## src/rtl/mest_result_collector.sv

```systemverilog
// -----------------------------------------------------------------------------
// mest_result_collector
//
// Purpose:
//   Sits downstream of the mest_pro core. Every result the core flags valid is
//   captured, together with its carry and zero flags, into a first-word-fall-
//   through FIFO. The FIFO is drained to a host/UART-side consumer over a
//   valid/ready handshake. End of program (i_all_done) moves the collector into
//   a drain phase; the final drained entry is flagged with o_last and overall
//   completion with o_done.
//
// Ports:
//   clk             in   single clock, rising edge
//   i_reset         in   asynchronous, active-high reset
//   i_clear         in   synchronous clear (core memory-reset request)
//   i_arm           in   one-cycle pulse (core start); opens a collection run
//   i_result        in   core result, DATA_WIDTH bits
//   i_valid_result  in   qualifies i_result / i_carry / i_zero_flag
//   i_carry         in   carry flag for this result
//   i_zero_flag     in   zero flag for this result
//   i_all_done      in   core finished the program (level or pulse)
//   o_data          out  FIFO head, packed {carry, zero, result}
//   o_data_valid    out  head entry present
//   i_data_ready    in   consumer accepts the head entry
//   o_last          out  head is the final entry of the run
//   o_fifo_count    out  current occupancy, 0..FIFO_DEPTH
//   o_result_total  out  results accepted this run, saturating
//   o_overflow      out  sticky: a result was dropped on a full FIFO
//   o_done          out  run complete and FIFO drained
// -----------------------------------------------------------------------------
module mest_result_collector #(
   parameter int DATA_WIDTH = 8,
   parameter int FIFO_DEPTH = 16,   // power of two, >= 2
   parameter int CNT_WIDTH  = 16
) (
   input  logic                          clk,
   input  logic                          i_reset,
   input  logic                          i_clear,
   input  logic                          i_arm,
   input  logic [DATA_WIDTH-1:0]         i_result,
   input  logic                          i_valid_result,
   input  logic                          i_carry,
   input  logic                          i_zero_flag,
   input  logic                          i_all_done,
   output logic [DATA_WIDTH+1:0]         o_data,
   output logic                          o_data_valid,
   input  logic                          i_data_ready,
   output logic                          o_last,
   output logic [$clog2(FIFO_DEPTH):0]   o_fifo_count,
   output logic [CNT_WIDTH-1:0]          o_result_total,
   output logic                          o_overflow,
   output logic                          o_done
);

   localparam int PTR_W   = $clog2(FIFO_DEPTH);
   localparam int OCC_W   = PTR_W + 1;
   localparam int ENTRY_W = DATA_WIDTH + 2;

   localparam logic [OCC_W-1:0]     FULL_OCC  = OCC_W'(FIFO_DEPTH);
   localparam logic [OCC_W-1:0]     ONE_OCC   = OCC_W'(1);
   localparam logic [PTR_W-1:0]     ONE_PTR   = PTR_W'(1);
   localparam logic [CNT_WIDTH-1:0] ONE_TOTAL = CNT_WIDTH'(1);

   typedef enum logic [1:0] {
      S_IDLE,
      S_COLLECT,
      S_DRAIN,
      S_DONE
   } state_t;

   // ---------------------------------------------------------------------------
   // State
   // ---------------------------------------------------------------------------
   state_t                 state_q,      state_d;
   logic [PTR_W-1:0]       wr_ptr_q,     wr_ptr_d;
   logic [PTR_W-1:0]       rd_ptr_q,     rd_ptr_d;
   logic [OCC_W-1:0]       count_q,      count_d;
   logic [CNT_WIDTH-1:0]   total_q,      total_d;
   logic                   overflow_q,   overflow_d;
   logic                   done_q,       done_d;
   logic [ENTRY_W-1:0]     data_hold_q,  data_hold_d;

   logic [ENTRY_W-1:0]     mem_q [FIFO_DEPTH];

   // ---------------------------------------------------------------------------
   // Handshake decode
   // ---------------------------------------------------------------------------
   logic                   fifo_empty;
   logic                   fifo_full;
   logic                   pop;
   logic                   push_req;
   logic                   push_ok;
   logic [ENTRY_W-1:0]     wr_entry;
   logic [ENTRY_W-1:0]     head_entry;

   assign fifo_empty = (count_q == '0);
   assign fifo_full  = (count_q == FULL_OCC);
   assign head_entry = mem_q[rd_ptr_q];
   assign wr_entry   = {i_carry, i_zero_flag, i_result};

   // Ready is ignored while empty, so a pop needs a present head.
   assign pop        = !fifo_empty && i_data_ready;
   assign push_req   = (state_q == S_COLLECT) && i_valid_result;
   // A full FIFO still accepts when the head leaves in the same cycle.
   assign push_ok    = push_req && (!fifo_full || pop) && !i_clear;

   // ---------------------------------------------------------------------------
   // Next-state logic
   // ---------------------------------------------------------------------------
   always_comb begin
      // NOTE: every variable gets a default first so no path leaves it
      // unassigned, which would otherwise infer a latch.
      state_d     = state_q;
      wr_ptr_d    = wr_ptr_q;
      rd_ptr_d    = rd_ptr_q;
      count_d     = count_q;
      total_d     = total_q;
      overflow_d  = overflow_q;
      data_hold_d = data_hold_q;

      // Remember the last head shown so o_data keeps its value once empty.
      if (!fifo_empty) begin
         data_hold_d = head_entry;
      end

      if (i_clear) begin
         state_d    = S_IDLE;
         wr_ptr_d   = '0;
         rd_ptr_d   = '0;
         count_d    = '0;
         total_d    = '0;
         overflow_d = 1'b0;
      end else begin
         if (pop) begin
            rd_ptr_d = rd_ptr_q + ONE_PTR;
         end

         if (push_ok) begin
            wr_ptr_d = wr_ptr_q + ONE_PTR;
            if (total_q != '1) begin
               total_d = total_q + ONE_TOTAL;
            end
         end else if (push_req) begin
            overflow_d = 1'b1;
         end

         unique case ({push_ok, pop})
            2'b10:   count_d = count_q + ONE_OCC;
            2'b01:   count_d = count_q - ONE_OCC;
            default: count_d = count_q;
         endcase

         // Pushes only happen in COLLECT and arm only acts in IDLE/DONE, so
         // the counter updates above never collide with the arm restart.
         unique case (state_q)
            S_IDLE: begin
               if (i_arm) begin
                  state_d    = S_COLLECT;
                  total_d    = '0;
                  overflow_d = 1'b0;
               end
            end
            S_COLLECT: begin
               // A result arriving with i_all_done was already pushed above.
               if (i_all_done) begin
                  state_d = S_DRAIN;
               end
            end
            S_DRAIN: begin
               // Looking at the post-edge occupancy lets o_done rise the cycle
               // right after the last pop.
               if (count_d == '0) begin
                  state_d = S_DONE;
               end
            end
            S_DONE: begin
               if (i_arm) begin
                  state_d    = S_COLLECT;
                  total_d    = '0;
                  overflow_d = 1'b0;
               end
            end
            default: state_d = S_IDLE;
         endcase
      end

      done_d = (state_d == S_DONE);
   end

   // ---------------------------------------------------------------------------
   // Registers
   // ---------------------------------------------------------------------------
   // NOTE: sequential state is updated with non-blocking assignments so every
   // flop samples the pre-edge values regardless of statement order.
   always_ff @(posedge clk or posedge i_reset) begin
      if (i_reset) begin
         state_q     <= S_IDLE;
         wr_ptr_q    <= '0;
         rd_ptr_q    <= '0;
         count_q     <= '0;
         total_q     <= '0;
         overflow_q  <= 1'b0;
         done_q      <= 1'b0;
         data_hold_q <= '0;
      end else begin
         state_q     <= state_d;
         wr_ptr_q    <= wr_ptr_d;
         rd_ptr_q    <= rd_ptr_d;
         count_q     <= count_d;
         total_q     <= total_d;
         overflow_q  <= overflow_d;
         done_q      <= done_d;
         data_hold_q <= data_hold_d;
      end
   end

   // NOTE: the storage array is not reset; occupancy gates every read, so its
   // contents are never observed before being written, and it maps to RAM.
   always_ff @(posedge clk) begin
      if (push_ok) begin
         mem_q[wr_ptr_q] <= wr_entry;
      end
   end

   // ---------------------------------------------------------------------------
   // Outputs
   // ---------------------------------------------------------------------------
   // Head is combinational so a newly written entry shows one cycle after
   // capture and back-to-back pops have no bubble.
   assign o_data         = fifo_empty ? data_hold_q : head_entry;
   assign o_data_valid   = !fifo_empty;
   assign o_last         = (state_q == S_DRAIN) && (count_q == ONE_OCC);
   assign o_fifo_count   = count_q;
   assign o_result_total = total_q;
   assign o_overflow     = overflow_q;
   assign o_done         = done_q;

endmodule

```

## config.mk

```make
export PLATFORM = sky130hd
export DESIGN_NAME = mest_result_collector
export DESIGN_NICKNAME = d
export VERILOG_FILES = /design/src/rtl/mest_result_collector.sv
export SDC_FILE = /design/constraint.sdc
export NUM_CORES = 1
export LEC_CHECK = 0
export CAP_MARGIN = 0
export CORE_UTILIZATION = 53
export DETAILED_ROUTE_END_ITERATION = 16
export PLACE_DENSITY = 0.86
export SETUP_SLACK_MARGIN = 0.5
export SLEW_MARGIN = 0
export SYNTH_ARGS = -nofsm -noshare
export SYNTH_HDL_FRONTEND = slang
export SYNTH_SLANG_ARGS = --single-unit
```

## constraint.sdc

```tcl
create_clock -name clk -period 2.9 [get_ports clk]
set_input_delay 0.58 -clock clk [delete_from_list [all_inputs] [get_ports clk]]
set_output_delay 0.58 -clock clk [all_outputs]
set_load 0.1 [all_outputs]
```

==> metrics <==
Critical path buffers and inverters 4; largest net degree at the start of global routing 44; Mapped Area 8617 um^2; Residual DRC 0; Hold Crit Class reg -> reg; crit path cell chain inv_4, ha_4, or4b_4, nand2b_4, buf_8, a211oi_2, buf_4, nor2_4, buf_12; max-cap viol count 0; initial DRC count 456; vias in the first global route 5360; Inserted Diodes 0; worst setup margin -0.1699 ns; minimum clock period 3.070 ns; P per Cell Area 815.4 nW/um^2; Worst Path Required 2.32 ns; Core ar. 15890 um^2; placed instance count 801; multiplexer share of the synthesized area 12.12%; Synthesized Nets 557; share of cells above drive strength 1 41.39%; Top FF cell, synth edfxtp_1; detailed-route wire length per cell 22.76 um; CTS Hold Bufs 0; PortBufs 51; Critical Path Source Type register; via/cell ratio 6.023; Final Slew Violations 0; Compound-Gate Fraction of Synth Area 4.516%; Mean Syn Cell Area 16.41 um^2; Final Power 0.009091 W; area grow syn2layout 29.39%; Total GRT Usage 23.65%; CTS clk-pin slew, worst paths 0.06 ns; worst hold slack 0.5301 ns; Die X 129.5 um; final core occ 70.19%; worst slack, placed -0.1080 ns; Seq/Total Area, Yosys 68.24%; initial core utilization 54.25%; drt total wl 19990 um; Post-synth EDFFs 160; Final Wtd Congestion 0.8610; Num Clock Sinks 203; number of antenna violations at the first check in global routing 0; Max clock buf depth 3; Inserted Clock Buffers 21; Placement Rows 46; Lkg Pwr 3.866 nW; first-pass iteration count of the detailed router 5; Crit path arrival time 2.49 ns; CP max stage delay 0.50 ns; family with the most delay on the worst path simple AND/OR/NAND/NOR gates; Worst-Margin Slew 1.002 ns; Achievable Freq 325.7 MHz; post-synthesis adder-cell area fraction 2.178%; Syn Inst Count 525; outcome finished, violations left; first-pass GRT wire length 29380 um; cell taking the most area after synthesis edfxtp_1; final hold violation count 0; Max stage delay cell, worst path or4b_4; GR Overflow Total 0; Worst Skew 0.02212 ns; Synth top area share 55.76%; Layout Nets 680; Yosys reg bits 203; clk_lat worst skew 0.50 ns; RSZ-0062 raised after global routing yes; fin crit share 105.9%; CP max FO 5; Async SR Flop Fraction 21.18%; Worst VDD drop 0.9414 mV; root buffer cell clkbuf_16; I/O pin count 52; Worst setup EP type output port; failing checks negative setup slack; antenna viol nets, final 0; post-synth cell types 56; Die ar. 16770 um^2; Slew HR 33.13%; ranking of synthesized cells by area edfxtp_1 (56%), dfrtp_1 (12%), mux4_2 (10%), ha_1 (2.2%), nor2_1 (1.8%); largest family of logic cells by synthesized area multiplexers; crit path kind reg -> out; htree depth 1; endpoints failing setup 10; via count 5288; TritonCTS clock tree done; chip height 129.5 um; synth warn 0; Finished Layout Cells 878; Synth Area in Simple Gates 9.249%; dpl hpwl 12000 um; Synth Area in XOR/XNOR 1.626%
[path summary, 6_finish.rpt]
check | cells after the start | slack (ns) | from | to
hold / removal | 2 | 0.53 | o_overflow | o_overflow
hold reg to reg | 2 | 0.53 | o_overflow | o_overflow
setup / recovery | 9 | -0.17 | o_fifo_count[0] | o_data[6]
min in group asynchronous | 2 | 0.65 | i_reset | o_result_total[10]
max in group asynchronous | 2 | 1.51 | i_reset | o_fifo_count[1]
setup reg to reg | 10 | 0.05 | o_fifo_count[0] | o_done
[what timing repair did]
item | in CTS | in global routing
endpoints found under the hold margin | 0 | 0
cloned | 2 | 3
setup endpoints to repair | 137 | 137
pin swaps | 8 | 12
buffers inserted | 15 | 20
gates resized for setup | 47 | 22
[power by group]
part	internal, W	leakage, nW	total [W]	switching (W)
Sequential	0.00327	1.99	0.00336	0.0000899
Clock	0.00148	0.310	0.00251	0.00103
Combinational	0.00135	1.57	0.00323	0.00188
[cell type report]
class,instances,area (um^2)
fill,966,4736
sequential,203,5903
inverter,11,48.80
timing repair buffer,127,1304
clock inverter,6,55.05
multi-input combinational,284,2985
clock buffer,31,583.1
tap,216,270.3
[worst min-delay path: stages, from the launching register on]
cell	delay (ns)
dfrtp_1	0.35
a31oi_1	0.05
nor2_1	0.08
[registers in the layout, indices dropped and copies added (netlist names)]
register	cells
data_hold_q	10
o_result_total	16
o_done	1
mem_q	160
wr_ptr_q	4
o_overflow	1
state_q	2
o_fifo_count	5
rd_ptr_q	4
[cells by family (layout without fill, tap and decap cells)]
| family | count (synthesis) | after routing |
|---|---|---|
| muxes | 53 | 53 |
| adders and majority gates | 15 | 15 |
| xor gates and xnor gates | 16 | 16 |
| DFF | 203 | 203 |
| and+or+nand+nor | 141 | 144 |
| AOI/OAI and AO/OA | 56 | 56 |
| buffers and inverters | 41 | 175 |
[placed cells by master, fill, tap and decap left out, types with 10 or more instances in the layout]
cell	synthesis	layout
dfrtp_1	43	33
a211oi_2	0	12
mux2_2	11	11
buf_4	4	80
nor2_1	41	30
ha_1	15	10
nor2_4	0	10
clkbuf_16	0	21
xnor2_1	12	12
mux4_2	40	40
clkdlybuf4s50_1	0	16
edfxtp_1	160	160
nor2b_1	16	15
nand2_1	15	13
buf_12	0	20
[stage by stage]
| step | cell area (um^2) | TNS, ns |
|---|---|---|
| 2_1_floorplan | 8813 | -0.1427 |
| 3_3_place_gp | 9863 | 0 |
| 3_5_place_dp | 9863 | -0.1602 |
| 4_1_cts | 10860 | -1.408 |
| 5_1_grt | 11150 | -2.240 |
| 6_report | 11150 | -1.459 |
[cell usage after synthesis (all sizes together) (9+ instances only)]
cell type,number
nand4,9
and2,14
a21oi,10
nor2,41
xnor2,12
buf,12
dfrtp,43
a211oi,12
inv,11
mux2,11
nor2b,16
nor3,10
ha,15
nand2,15
mux4,40
o22ai,10
edfxtp,160
clkbuf,18
[routing by layer]
metal,track usage (%),vias to the layer above,share of wire [%]
met5,0,-,0
met4,5.814,0,2.1
met3,3.220,37,6.5
met2,43.23,243,54
met1,29.89,2709,38
li1,-,2299,-
(Power assumes the default switching activity.)
